**src/rtl/clkdiv_n_if.sv**
```systemverilog
// clkdiv_n_if: ratio request in, divided clock / period strobe / active ratio out.
// slave  = divider side (consumes div, produces out/sync/cur)
// master = user side    (drives div, observes out/sync/cur)
interface clkdiv_n_if #(
  parameter int WIDTH = 8
);
  logic [WIDTH-1:0] div;
  logic             out;
  logic             sync;
  logic [WIDTH-1:0] cur;

  modport master (
    output div,
    input  out,
    input  sync,
    input  cur
  );

  modport slave (
    input  div,
    output out,
    output sync,
    output cur
  );
endinterface

```
**src/rtl/clkdiv_n.sv**
```systemverilog
// clkdiv_n: runtime-programmable integer clock divider, ratio 2 .. 2^WIDTH-1.
// A ratio of 0 or 1 parks the output low and re-samples div every cycle.
// The requested ratio is only taken at a period boundary (cnt == 0), so a
// ratio change never truncates or stretches the period in flight.
//
// Optional build macro CLKDIV_N_ODD50_EN: adds a negedge copy of the phase
// flop so odd ratios get a half-cycle-extended high phase (50% duty when the
// input clock is 50%). Without it, odd ratios are high (D-1)/2, low (D+1)/2.
module clkdiv_n #(
  parameter int WIDTH = 8
) (
  input  logic        clk,
  input  logic        rst,
  clkdiv_n_if.slave   bus
);

  logic [WIDTH-1:0] cnt;
  logic [WIDTH-1:0] dl;
  logic [WIDTH-1:0] half;
  logic [WIDTH-1:0] last;
  logic             pe;
  logic             sync_q;
  logic             at_bound;
  logic             run_req;

  // High phase is floor(D/2) cycles; last index of the period is D-1.
  assign half     = dl >> 1;
  assign last     = dl - WIDTH'(1);
  assign at_bound = (cnt == '0);
  assign run_req  = (bus.div >= WIDTH'(2));

  // Period counter, ratio latch, posedge phase and period-start strobe.
  always_ff @(posedge clk) begin
    if (rst) begin
      cnt    <= '0;
      dl     <= '0;
      pe     <= 1'b0;
      sync_q <= 1'b0;
    end else if (at_bound) begin
      dl <= bus.div;
      if (run_req) begin
        cnt    <= WIDTH'(1);
        pe     <= 1'b1;
        sync_q <= 1'b1;
      end else begin
        cnt    <= '0;
        pe     <= 1'b0;
        sync_q <= 1'b0;
      end
    end else begin
      cnt    <= (cnt == last) ? '0 : cnt + WIDTH'(1);
      pe     <= (cnt < half);
      sync_q <= 1'b0;
    end
  end

`ifdef CLKDIV_N_ODD50_EN
  logic ne;

  // Half-cycle-delayed copy of pe; it is low again before any boundary
  // because every period ends with at least one low posedge cycle.
  always_ff @(negedge clk) begin
    if (rst) begin
      ne <= 1'b0;
    end else begin
      ne <= pe;
    end
  end

  // Odd ratios stretch the high phase by the negedge copy; even ratios use pe.
  assign bus.out = dl[0] ? (pe | ne) : pe;
`else
  // Without the negedge path the divided clock is the posedge phase flop.
  assign bus.out = pe;
`endif

  assign bus.sync = sync_q;
  assign bus.cur  = dl;

endmodule
```
**src/flat_wrapper.sv**
```systemverilog
// flat-port wrapper written by rule: the top's interface ports become plain ports
module clkdiv_n_flat 
#(
  parameter int WIDTH = 8
)
  (clk, rst, bus_div, bus_out, bus_sync, bus_cur);
  clkdiv_n_if #(.WIDTH(WIDTH)) bus_i ();
  input  logic clk;
  input  logic rst;
  input wire logic [$bits(bus_i.div)-1:0] bus_div;
  output wire logic [$bits(bus_i.out)-1:0] bus_out;
  output wire logic [$bits(bus_i.sync)-1:0] bus_sync;
  output wire logic [$bits(bus_i.cur)-1:0] bus_cur;
  assign bus_i.div = bus_div;
  assign bus_out = bus_i.out;
  assign bus_sync = bus_i.sync;
  assign bus_cur = bus_i.cur;
  clkdiv_n #(.WIDTH(WIDTH)) u_core (.clk(clk), .rst(rst), .bus(bus_i));
endmodule
```
**config.mk**
```make
export PLATFORM = sky130hd
export DESIGN_NAME = clkdiv_n_flat
export DESIGN_NICKNAME = d
export VERILOG_FILES = /design/src/rtl/clkdiv_n_if.sv /design/src/rtl/clkdiv_n.sv /design/src/flat_wrapper.sv
export SDC_FILE = /design/constraint.sdc
export NUM_CORES = 1
export LEC_CHECK = 0
export ABC_CLOCK_PERIOD_IN_PS = 2100
export BUFFER_PORTS_ARGS = -buffer_cell sky130_fd_sc_hd__buf_4
export CAP_MARGIN = 10
export CORE_MARGIN = 3
export CORE_UTILIZATION = 41
export DETAILED_ROUTE_END_ITERATION = 10
export PLACE_DENSITY = 0.6
export SETUP_SLACK_MARGIN = 0.05
export SYNTH_ARGS = -nofsm -noshare
export SYNTH_HDL_FRONTEND = slang
export SYNTH_SLANG_ARGS = --single-unit
```
**constraint.sdc**
```tcl
create_clock -name clk -period 2.1 [get_ports clk]
set_input_delay 0.105 -clock clk [delete_from_list [all_inputs] [get_ports clk]]
set_output_delay 0.105 -clock clk [all_outputs]
set_load 0.1 [all_outputs]
```
Word-level counts from Yosys, hierarchy flattened
Cells that the tools add are included.
{ "totals": {"ff_bits": 18, "inputBits": 10, "wordCells": 17} }
{ "op_classes": {"n_addsub": 2, "n_lt_le_gt_ge": 2, "eq_ne": 1, "mux": 5, "n_bitwise": 1, "reduce_logical": 2} }
{ "op_table": {"columns": ["cell", "n"], "rows": [
  ["$mux 8", 2],
  ["$add 8x1->8 const B", 1],
  ["$eq 8x8->1", 1],
  ["$ge 8x2->1 const B", 1],
  ["$logic_not 8->1", 1],
  ["$lt 8x7->1", 1],
  ["$sub 8x1->8 const B", 1],
  ["$mux 1", 3],
  ["$reduce_or 2->1", 1],
  ["$not 1->1", 1]
]} }

Logic depth before layout (Yosys ltp)
Gate-level depths: netlist of the first run.
{ "logic_depth": {"word_depth": 4, "depth_mapped": 7, "depth_no_buf": 7} }

Worst setup path after synthesis of the first run
OpenSTA, ideal clock, no wires.
{ "synth_path": {"path_type": "register -> register", "start": "register u_core.dl[0] (netlist: u_core.bus.cur[0])", "end": "register u_core.cnt[0]", "setup_time_ns": 0.135, "arrival_time_ns": 2.371, "required_time_ns": 1.965, "slack_ns": -0.406, "stages_incl_launch_ff": 8, "n_path_buf": 0, "period_less_slack_ns": 2.506, "path_cell_list": "dfxtp_1 > inv_1 > ha_1 > xnor2_1 > nor2_1 > o211ai_1 > a2111oi_4 > o31ai_1"} }
{ "synth_via": {"elab_chain_len": 4} }
{ "synth_rtl": {"columns": ["item", "line_no", "text"], "rows": [
  ["start, declared", "clkdiv_n.sv:18", "logic [WIDTH-1:0] dl;"],
  ["start signal, assigned", "clkdiv_n.sv:40", "dl <= bus.div;"],
  ["$sub 8x1->8", "clkdiv_n.sv:28", "assign last = dl - WIDTH'(1);"],
  ["$eq 8x8->1", "clkdiv_n.sv:51", "cnt <= (cnt == last) ? '0 : cnt + WIDTH'(1);"],
  ["$mux 8", "clkdiv_n.sv:51", null],
  ["$mux 8", "clkdiv_n.sv:39", "end else if (at_bound) begin"],
  ["end signal, assigned", "clkdiv_n.sv:51", null],
  ["end, declared", "clkdiv_n.sv:17", "logic [WIDTH-1:0] cnt;"]
]} }
Every way passes these cells.
A chain may end at the register's enable or synchronous reset.

Worst setup path in the final report of the first run
Same ends and word-level chain as after synthesis.

==> reports/qor.csv, run 1 <==
stage,metric,value,unit
status,outcome,"finished, final reports clean",
grt,number of global-route vias before repair,992,
detailed_routing,Routed Antenna Nets,0,
sta,"Setup violations, final",0,
grt,largest net degree at the start of global routing,12,
critical_path,reg-to-reg setup timing slack,0.19,ns
critical_path,Critical Path RT,2.28,ns
power_and_ir_drop,pwr/cell area,1385,nW/um^2
clocking,Worst-Skew Late Latency,0.29,ns
power_and_ir_drop,static leakage,0.5606,nW
detailed_routing,WL final,2.602,mm
critical_path,R2R depth,6,
detailed_routing,1st-iter DRT viols,19,
floorplanning,Initial Utilization,43.90,%
grt,global routing met1 resource utilization,21.96,%
clocking,TritonCTS sink count,18,
critical_path,Worst Setup Start Kind,register,
sta,fin crit period,1.905,ns
synth,leading area contributor after synthesis,dfxtp_1,
critical_path,Critical Path Fanout Max,8,
placed_design,# port buffers,19,
synth,"Async S/R FF share, synth",0,%
sta,Slew Limit Fails,0,
floorplanning,I/O Pins,20,
sta,Worst Max-Slew Pin Slew,0.3819,ns
sta,Final period util,90.73,%
floorplanning,Die H,57.97,um
power_and_ir_drop,Max VDD drop,1.166,mV
synth,Post-synth EDFFs,0,
grt,initial antenna violation count,0,
synth,synthesis-stage register bit count,18,
sta,f_max,524.8,MHz
detailed_routing,routed via count,950,
synth,Commonest cells post-synth,"18 x dfxtp_1, 13 x nor2_1, 11 x inv_1",
critical_path,arrival time at the worst endpoint,2.09,ns
grt,met2 GRT Util,28.06,%
clocking,Max clock buf depth,2,
clocking,CTS root buffer,clkbuf_4,
synth,largest cells by area after synthesis,"dfxtp_1 33%, ha_1 10%, mux2i_1 7.2%",
floorplanning,die footprint,3361,um^2
synth,syn_nets,144,
detailed_routing,DRT Pass-1 Iters,4,
clocking,clock-pin slew on the worst setup and hold paths,0.10,ns
clocking,TritonCTS clock tree,yes,
layout,"Net count, final",167,
clocking,H-tree depth,1,
placed_design,post-DP HPWL,2.019,mm
grt,grt ovf,0,
floorplanning,row cnt,18,
critical_path,Setup Crit Path Kind,register to register,
layout,share of cells above drive strength 1,24.49,%
detailed_routing,routed len/inst,14.70,um
sta,Hold Fails Final Rpt,0,
synth,yosys warns,0,
synth,most common cell in the synthesized netlist,dfxtp_1,
grt,GRT Util Overall,17.07,%
synth,top cell type's share of synthesized area,32.54,%
layout,Syn-to-layout area delta,21.02,%
synth,sequential share of the synthesized area,32.54,%
detailed_routing,drt drc,0,
critical_path,reg-to-reg startpoint,u_core.bus.cur[0]$_SDFFE_PP0P_,
hold_path,Hold Path Origin,bus_div[0],
hold_path,min-delay worst type,primary input to register,
synth,top_reg_cell synth,dfxtp_1,
synth,unique cell type count in the Yosys netlist,30,
placed_design,GPL Wtd Cong,0.7970,
critical_path,CP endpoint kind,register,
grt,GRT busiest layer,met2,
clocking,CTS buffer count,3,
critical_path,reg2reg end,u_core.cnt[0]$_SDFF_PP0_,
detailed_routing,routed vias/inst,5.367,
sta,final setup TNS,0,ns
layout,n_diodes,0,
synth,Post-Synthesis Cells,125,
sta,unrepaired setup endpoints after global routing,no,
floorplanning,core area,2522,um^2
hold_path,Min-Delay Path Depth,3,
flow_run,max_cap viols,0,
floorplanning,DIE WIDTH,57.97,um
hold_path,hold endpoint,u_core.bus.cur[0]$_SDFFE_PP0P_,
placed_design,"worst slack, placed",0.1909,ns
sta,Clock Skew,0.003784,ns
sta,PnR worst setup slack,0.1947,ns
synth,Post-Syn Area,1107,um^2
grt,first-pass GRT wire length,4.416,mm
sta,Slew HR,74.18,%
grt,met3 usage,2.227,%
synth,"Avg Cell Area, Syn",8.858,um^2
==> where the power goes <==
group          total, W  internal, W  switching, W
clock          0.000183    0.0000739      0.000109
sequential     0.000541     0.000430      0.000112
combinational   0.00113     0.000365      0.000767
==> critical path, cell delays in order, from the launching register on <==
cell       delay (ns)
dfxtp_4          0.38
or4_1            0.53
a2111oi_2        0.21
nor2_1           0.11
a2111oi_4        0.31
buf_6            0.18
o31ai_1          0.07
==> metal layers <==
| metal | routed length (um) | up-vias |
|---|---|---|
| li1 | - | 486 |
| met1 | 1316 | 449 |
| met2 | 1179 | 11 |
| met3 | 69 | 4 |
| met4 | 36 | 0 |
| met5 | 0 | - |
==> registers in the layout (all words and copies together) (netlist names) <==
register,count
u_core.cnt,8
u_core.bus.out,1
u_core.bus.sync,1
u_core.bus.cur,8
==> cell usage in the layout, fill, tap and decap left out <==
| master | n |
|---|---|
| nor4b_1 | 1 |
| inv_1 | 11 |
| o21ai_0 | 1 |
| dfxtp_4 | 2 |
| nor4_1 | 1 |
| mux2i_1 | 8 |
| clkbuf_4 | 3 |
| a21boi_0 | 1 |
| a32oi_1 | 2 |
| xor2_1 | 7 |
| a2111oi_4 | 1 |
| nand3_1 | 6 |
| and3_1 | 3 |
| a2111oi_2 | 1 |
| nor3b_1 | 1 |
| dfxtp_2 | 6 |
| a221oi_1 | 1 |
| o31ai_1 | 1 |
| nand4_1 | 2 |
| buf_6 | 1 |
| ha_1 | 9 |
| dfxtp_1 | 10 |
| xnor2_1 | 8 |
| nand3b_1 | 2 |
| or4_1 | 1 |
| nand2_1 | 2 |
| nor2_1 | 13 |
| nor3_1 | 10 |
| clkbuf_1 | 1 |
| a211o_1 | 1 |
| or2_2 | 1 |
| a21oi_1 | 3 |
| buf_4 | 21 |
| o211ai_1 | 3 |
| nand2b_1 | 2 |
==> worst max-delay path by stage <==
| stage | endpoint | cells after the start | slack, ns | from |
|---|---|---|---|---|
| 4_1_cts | u_core.cnt[0]$_SDFF_PP0_ | 6 | 0.17 | u_core.bus.cur[0]$_SDFFE_PP0P_ |
| 6_report | u_core.cnt[0]$_SDFF_PP0_ | 6 | 0.19 | u_core.bus.cur[0]$_SDFFE_PP0P_ |
| 2_1_floorplan | u_core.cnt[0]$_SDFF_PP0_ | 5 | 0.07 | u_core.bus.cur[2]$_SDFFE_PP0P_ |
| 3_5_place_dp | u_core.cnt[0]$_SDFF_PP0_ | 6 | 0.19 | u_core.bus.cur[0]$_SDFFE_PP0P_ |
| 5_1_grt | u_core.cnt[0]$_SDFF_PP0_ | 6 | 0.07 | u_core.bus.cur[0]$_SDFFE_PP0P_ |
| 3_3_place_gp | u_core.cnt[0]$_SDFF_PP0_ | 6 | 0.20 | u_core.bus.cur[0]$_SDFFE_PP0P_ |
==> area by class of cell <==
type	instances	area, um^2
sequential	18	375.4
fill	242	1182
timing repair buffer	22	168.9
multi-input combinational	92	690.7
inverter	11	41.29
tap	30	37.54
clock buffer	4	26.28
==> per-stage QoR <==
| stage | std cells | area, um^2 | total power, W | hold WS (ns) | util (%) |
|---|---|---|---|---|---|
| 2_1_floorplan | 125 | 1122 | 0.001441 | 0.2477 | - |
| 3_3_place_gp | 173 | 1310 | 0.001668 | 0.3442 | 51.93 |
| 5_1_grt | 177 | 1340 | 0.001984 | 0.04421 | 53.13 |
| 4_1_cts | 177 | 1336 | 0.001867 | 0.03670 | 52.98 |
| 6_report | 177 | 1340 | 0.001856 | 0.04187 | 53.13 |
| 3_5_place_dp | 173 | 1310 | 0.001685 | 0.3523 | 51.93 |
==> cell families (layout without fill, tap and decap cells) <==
logic type               count (synthesis)  after routing  share of synthesized area (%)
multiplexers                             8              8                          7.232
XOR/XNOR                                15             15                          11.86
adder cells (fa/ha/maj)                  9              9                          10.17
AO/OA/AOI/OAI                           15             15                          12.20
flip-flops                              18             18                          32.54
buffers and inverters                   15             37                          5.084
AND/OR/NAND/NOR                         45             45                          20.91
==> timing repair <==
| action | CTS | global route |
|---|---|---|
| hold buffers | 0 | 0 |
| setup buffers | 0 | 0 |
| resized for setup | 0 | 1 |
| endpoints found under the setup margin | 0 | 1 |
No activity file was read; power rests on OpenSTA's default activity.
==> run 2: changes to the inputs <==
Settings changed: CTS_CLUSTER_DIAMETER set to 200, REMOVE_ABC_BUFFERS set to 1.
==> run 2 against run 1 <==
Effect of this change:
- largest power group unchanged
- final cell count rose by 1.1%
- setup slack got worse by 0.015 ns
- via count rose by 3.7%
- clock power rose by 19%
- first-iteration DRC count fell by 5.3%
- sequential cell count did not move
- design area rose by 0.56%
- largest cell class unchanged
- combinational power rose by 4%
==> reports/qor.csv, run 2 (synthesis gave the netlist of run 1 again) <==
stage,metric,value,unit,change
clocking,CTS root buffer,clkbuf_4,,unchanged
floorplanning,DIE WIDTH,57.97,um,unchanged
clocking,TritonCTS clock tree,yes,,unchanged
sta,"Setup violations, final",0,,unchanged
sta,Clock Skew,0.001704,ns,was 0.003784 ns
status,outcome,"finished, final reports clean",,unchanged
layout,"most common cell after layout, fill and taps aside",buf_4,,unchanged
grt,GRT busiest layer,met2,,unchanged
layout,fin area,1348,um^2,was 1340 um^2
layout,most frequent cells in the layout,"24 x buf_4, 17 x dfxtp_1, 13 x nor2_1",,"was 21 x buf_4, 13 x nor2_1, 11 x inv_1"
detailed_routing,1st-iter DRT viols,18,,was 19
grt,met3 usage,2.227,%,unchanged
critical_path,reg-to-reg setup timing slack,0.18,ns,was 0.19 ns
critical_path,arrival time at the worst endpoint,2.11,ns,was 2.09 ns
sta,Hold Fails Final Rpt,0,,unchanged
sta,unrepaired setup endpoints after global routing,no,,unchanged
critical_path,CP peak stage delay,0.45,ns,was 0.53 ns
critical_path,CP Cell Sequence,"inv_1, ha_1, xnor2_1, xnor2_1, a32oi_1, a2111oi_4, buf_4, o31ai_1",,"was or4_1, a2111oi_2, nor2_1, a2111oi_4, buf_6, o31ai_1"
layout,"Net count, final",169,,was 167
detailed_routing,WL final,2.571,mm,was 2.602 mm
floorplanning,I/O Pins,20,,unchanged
sta,Final period util,91.46,%,was 90.73%
critical_path,Worst Setup Start Kind,register,,unchanged
clocking,cts-stage hold buffer count,0,,unchanged
detailed_routing,drt drc,0,,unchanged
grt,GRT Util Overall,16.68,%,was 17.07%
floorplanning,Die H,57.97,um,unchanged
clocking,clock-pin slew on the worst setup and hold paths,0.10,ns,about the same
clocking,"Setup Fix Bufs, Post-CTS",0,,unchanged
power_and_ir_drop,P_sw,0.0009973,W,was 0.0009879 W
placed_design,GPL Wtd Cong,0.7808,,was 0.7970
sta,Worst Max-Slew Pin Slew,0.3776,ns,was 0.3819 ns
power_and_ir_drop,Clk pwr share,11.4,%,was 9.9%
power_and_ir_drop,Max VDD drop,0.8652,mV,was 1.166 mV
floorplanning,core area,2522,um^2,unchanged
clocking,H-tree depth,1,,unchanged
power_and_ir_drop,Flop pwr share,26.8,%,was 29.2%
layout,Filler Cells Inserted,236,,was 242
clocking,Max clock buf depth,2,,unchanged
layout,final core occ,53.42,%,was 53.13%
placed_design,placed inst area,1310,um^2,unchanged
power_and_ir_drop,Pint,0.0009078,W,was 0.0008685 W
grt,first-pass GRT wire length,4.388,mm,was 4.416 mm
power_and_ir_drop,Sw Ratio,52.35,%,was 53.22%
layout,n_diodes,0,,unchanged
power_and_ir_drop,static leakage,0.5731,nW,was 0.5606 nW
critical_path,CP endpoint kind,register,,unchanged
sta,Hold WS,0.04023,ns,was 0.04187 ns
clocking,Worst-Skew Late Latency,0.29,ns,about the same
layout,share of cells above drive strength 1,21.48,%,was 24.49%
critical_path,Setup Crit Path Kind,register to register,,unchanged
detailed_routing,Routed Antenna Nets,0,,unchanged
sta,Slew HR,74.47,%,was 74.18%
detailed_routing,routed vias/inst,5.503,,was 5.367
placed_design,# port buffers,19,,unchanged
critical_path,Critical Path RT,2.29,ns,was 2.28 ns
sta,f_max,520.6,MHz,was 524.8 MHz
power_and_ir_drop,pwr/cell area,1414,nW/um^2,was 1385 nW/um^2
clocking,CTS buffer count,3,,unchanged
detailed_routing,routed len/inst,14.36,um,was 14.70 um
grt,largest net degree at the start of global routing,12,,unchanged
power_and_ir_drop,power share of the combinational group,61.8,%,was 61.0%
critical_path,Critical Path Fanout Max,8,,unchanged
grt,initial antenna violation count,0,,unchanged
placed_design,post-DP HPWL,2.028,mm,was 2.019 mm
floorplanning,die footprint,3361,um^2,unchanged
grt,global routing met1 resource utilization,22.47,%,was 21.96%
detailed_routing,routed via count,985,,was 950
sta,Slew Limit Fails,0,,unchanged
flow_run,max_cap viols,0,,unchanged
layout,Syn-to-layout area delta,21.69,%,was 21.02%
detailed_routing,DRT Pass-1 Iters,4,,unchanged
sta,final setup TNS,0,ns,unchanged
floorplanning,row cnt,18,,unchanged
clocking,TritonCTS sink count,18,,unchanged
critical_path,slowest CP cell,dfxtp_1,,was or4_1
grt,met2 GRT Util,26.29,%,was 28.06%
sta,fin crit period,1.921,ns,was 1.905 ns
critical_path,most used cell along the critical path,xnor2_1,,
hold_path,min-delay worst type,primary input to register,,unchanged
grt,grt ovf,0,,unchanged
grt,number of global-route vias before repair,970,,was 992
power_and_ir_drop,Tot Pwr,0.001905,W,was 0.001856 W
floorplanning,Initial Utilization,43.90,%,unchanged
==> run 2: metrics by stage <==
| step | worst slack [ns] | instances |
|---|---|---|
| floorplan | -0.4061 | 121 |
| global placement | 0.1867 | 175 |
| detailed placement | 0.1544 | 175 |
| CTS | 0.1408 | 179 |
| global route | 0.06295 | 179 |
| finish | 0.1793 | 179 |
==> run 2: final cells by class <==
cell class                      count  area (um^2)  share of cell area, %
Sequential cell                    18        361.6                  26.83
Inverter                           11        41.29                  3.064
Timing Repair Buffer               24        180.2                  13.37
Clock buffer                        4        36.28                  2.693
Tap cell                           30        37.54                  2.786
Multi-Input combinational cell     92        690.7                  51.25
==> run 2: what timing repair did <==
item	in CTS	in global routing
endpoints found under the setup margin	0	1
gates resized for setup	0	1
hold endpoints to repair	0	0
==> run 2: layer usage <==
metal  share of wire [%]  routed length [um]
met1                  48                1246
met2                  46                1174
met3                 3.3                  84
met4                 2.5                  65
met5                   0                   0
==> run 2: final timing paths <==
| kind | startpoint | cells past startpoint | endpoint |
|---|---|---|---|
| worst max-delay path | u_core.bus.cur[1]$_SDFFE_PP0P_ | 8 | u_core.cnt[0]$_SDFF_PP0_ |
| worst min-delay path | bus_div[0] | 3 | u_core.bus.cur[0]$_SDFFE_PP0P_ |
| worst max register to register | u_core.bus.cur[1]$_SDFFE_PP0P_ | 8 | u_core.cnt[0]$_SDFF_PP0_ |
| worst min register to register | u_core.bus.cur[0]$_SDFFE_PP0P_ | 2 | u_core.bus.cur[0]$_SDFFE_PP0P_ |
==> run 2: power by group through the flow <==
stage / Combinational, W / Clock [W] / Sequential (W)
finish: 0.00118 / 0.000217 / 0.000510
global route: 0.00127 / 0.000232 / 0.000526
CTS: 0.00118 / 0.000220 / 0.000509
detailed placement: 0.00118 / 0 / 0.000515
global placement: 0.00118 / 0 / 0.000515
floorplan: 0.000502 / 0 / 0.000921
==> run 2: critical path: cells and delay by family (launching register included) <==
kind,cells,cell delay [ns]
DFF,1,0.45
buffers and inverters,2,0.28
adders and majority gates,1,0.25
AOI/OAI and AO/OA,3,0.49
xor gates and xnor gates,2,0.35
==> run 3: changes to the inputs <==
--- a/config.mk
+++ b/config.mk
@@ -17,2 +17,3 @@
 export SETUP_SLACK_MARGIN = 0.05
+export SLEW_MARGIN = 30
 export SYNTH_ARGS = -nofsm -noshare
==> constraint.sdc (replaced) <==
create_clock -name clk -period 2.1 [get_ports clk]
set_input_delay 0.315 -clock clk [delete_from_list [all_inputs] [get_ports clk]]
set_output_delay 0.315 -clock clk [all_outputs]
set_load 0.1 [all_outputs]
==> run 3 against run 2 <==
Effect of this change:
- sequential power is essentially flat
- die area stayed put
- clock skew up 0.0032 ns
- combinational power up 5%
- sequential share of layout area fell by 0.62 points
- worst hold slack gained 0.21 ns
- final cell count is 1.1% higher
- sequential cell count stayed put
- power increased by 3.1%
- register-to-register slack got worse by 0.09 ns
==> reports/qor.csv, run 3 (synthesis gave the netlist of run 1 again) <==
stage,metric,value,unit,change
critical_path,R2R depth,6,,was 8
placed_design,# port buffers,19,,unchanged
floorplanning,Initial Utilization,43.90,%,unchanged
power_and_ir_drop,Max VDD drop,0.8422,mV,was 0.8652 mV
sta,Final period util,95.71,%,was 91.46%
sta,f_max,497.5,MHz,was 520.6 MHz
grt,grt ovf,0,,unchanged
placed_design,post-DP HPWL,2.097,mm,was 2.028 mm
critical_path,reg2reg end,u_core.cnt[0]$_SDFF_PP0_,,unchanged
sta,Slew HR,70.93,%,was 74.47%
grt,number of global-route vias before repair,951,,was 970
clocking,H-tree depth,1,,unchanged
status,outcome,"finished, final reports clean",,unchanged
critical_path,Critical Path Start,u_core.bus.cur[0]$_SDFFE_PP0P_,,was u_core.bus.cur[1]$_SDFFE_PP0P_
clocking,TritonCTS sink count,18,,unchanged
floorplanning,Die H,57.97,um,unchanged
grt,initial antenna violation count,0,,unchanged
critical_path,reg-to-reg startpoint,u_core.bus.cur[0]$_SDFFE_PP0P_,,was u_core.bus.cur[1]$_SDFFE_PP0P_
detailed_routing,routed vias/inst,5.420,,was 5.503
critical_path,Critical Path Fanout Max,8,,unchanged
sta,Hold Fails Final Rpt,0,,unchanged
grt,first-pass GRT wire length,4.340,mm,was 4.388 mm
flow_run,max_cap viols,0,,unchanged
clocking,Worst-Skew Late Latency,0.30,ns,was 0.29 ns
floorplanning,die footprint,3361,um^2,unchanged
sta,Clock Skew,0.004905,ns,was 0.001704 ns
floorplanning,core area,2522,um^2,unchanged
layout,"Net count, final",171,,was 169
critical_path,Setup Crit Path Kind,register to register,,unchanged
layout,Final Non-Filler Cells,181,,was 179
detailed_routing,1st-iter DRT viols,30,,was 18
layout,"most common cell after layout, fill and taps aside",buf_4,,unchanged
detailed_routing,routed len/inst,14.61,um,was 14.36 um
detailed_routing,DRT Pass-1 Iters,4,,unchanged
hold_path,Min-Delay Path Depth,3,,unchanged
floorplanning,DIE WIDTH,57.97,um,unchanged
critical_path,reg-to-reg setup timing slack,0.09,ns,was 0.18 ns
clocking,Max clock buf depth,2,,unchanged
grt,largest net degree at the start of global routing,12,,unchanged
sta,"Setup violations, final",0,,unchanged
critical_path,arrival time at the worst endpoint,2.20,ns,was 2.11 ns
detailed_routing,Routed Antenna Nets,0,,unchanged
clocking,clock-pin slew on the worst setup and hold paths,0.11,ns,was 0.10 ns
detailed_routing,WL final,2.644,mm,was 2.571 mm
power_and_ir_drop,pwr/cell area,1409,nW/um^2,was 1414 nW/um^2
grt,GRT Util Overall,16.90,%,was 16.68%
sta,fin crit period,2.010,ns,was 1.921 ns
hold_path,hold endpoint,u_core.bus.cur[0]$_SDFFE_PP0P_,,unchanged
detailed_routing,routed via count,981,,was 985
critical_path,Worst Setup Start Kind,register,,unchanged
critical_path,Critical Path RT,2.29,ns,about the same
sta,Slew Limit Fails,0,,unchanged
layout,final core occ,55.26,%,was 53.42%
sta,Worst Max-Slew Pin Slew,0.4300,ns,was 0.3776 ns
clocking,TritonCTS clock tree,yes,,unchanged
power_and_ir_drop,static leakage,0.5871,nW,was 0.5731 nW
sta,unrepaired setup endpoints after global routing,yes,,was no
layout,most frequent cells in the layout,"25 x buf_4, 16 x dfxtp_1, 12 x nor2_1",,"was 24 x buf_4, 17 x dfxtp_1, 13 x nor2_1"
hold_path,min-delay worst type,primary input to register,,unchanged
critical_path,CP endpoint kind,register,,unchanged
layout,n_diodes,0,,unchanged
clocking,CTS buffer count,3,,unchanged
clocking,CTS root buffer,clkbuf_4,,unchanged
hold_path,Hold Path Origin,bus_div[0],,unchanged
placed_design,GPL Wtd Cong,0.8133,,was 0.7808
layout,Syn-to-layout area delta,25.88,%,was 21.69%
floorplanning,I/O Pins,20,,unchanged
placed_design,cell count after placement,176,,was 175
detailed_routing,drt drc,0,,unchanged
floorplanning,row cnt,18,,unchanged
layout,share of cells above drive strength 1,25.17,%,was 21.48%
==> run 3: worst max-delay path: stages, from the launching register on <==
cell,delay (ns)
dfxtp_4,0.38
or4_4,0.54
a2111oi_4,0.31
nor2_2,0.08
a2111oi_4,0.32
buf_6,0.18
o31ai_1,0.08
==> run 3: worst max path at each step <==
stage | endpoint | slack, ns
detailed placement | u_core.cnt[0]$_SDFF_PP0_ | 0.12
global route | u_core.cnt[0]$_SDFF_PP0_ | 0.02
floorplan | u_core.cnt[0]$_SDFF_PP0_ | -0.41
global placement | u_core.cnt[0]$_SDFF_PP0_ | 0.19
finish | u_core.cnt[0]$_SDFF_PP0_ | 0.09
CTS | u_core.cnt[0]$_SDFF_PP0_ | 0.10
==> run 3: timing repair <==
action	CTS	global route
setup endpoints to repair	0	8
setup buffers	0	1
gates resized for setup	0	8
hold buffers	0	0
endpoints found under the hold margin	0	0
==> run 3: cell type report <==
cell class / count / area [um^2]
Multi-Input combinational cell: 92 / 714.4
Tap cell: 30 / 37.54
Timing Repair Buffer: 26 / 198.9
Sequential cell: 18 / 365.4
Clock buffer: 4 / 36.28
Inverter: 11 / 41.29
Fill cell: 241 / 1129
==> run 3: per-stage QoR <==
stage	TNS (ns)	total power (W)	hold slack [ns]	cell area (um^2)	setup WS, ns
global placement	0	0.001698	0.5563	1318	0.1888
global route	0	0.002084	0.2578	1394	0.02157
CTS	0	0.001931	0.2461	1354	0.1042
finish	0	0.001964	0.2459	1394	0.09002
detailed placement	0	0.001715	0.5657	1318	0.1197
floorplan	-3.162	0.001422	0.3874	1092	-0.4061
==> run 3: per-layer routing <==
| metal | part of all wire, % | wire, um | vias to the layer above | GRT usage (%) |
|---|---|---|---|---|
| met3 | 2.3 | 61 | 6 | 2.004 |
| met5 | 0 | 0 | - | 0 |
| met1 | 50 | 1316 | 461 | 22.40 |
| met2 | 45 | 1202 | 14 | 26.77 |
| li1 | - | - | 500 | - |
| met4 | 2.4 | 64 | 0 | 8.940 |
==> run 3: report_power, final <==
group	leakage (nW)	internal [W]	switching [W]
Clock	0.0210	0.000106	0.000111
Combinational	0.417	0.000414	0.000824
Sequential	0.149	0.000421	0.0000891
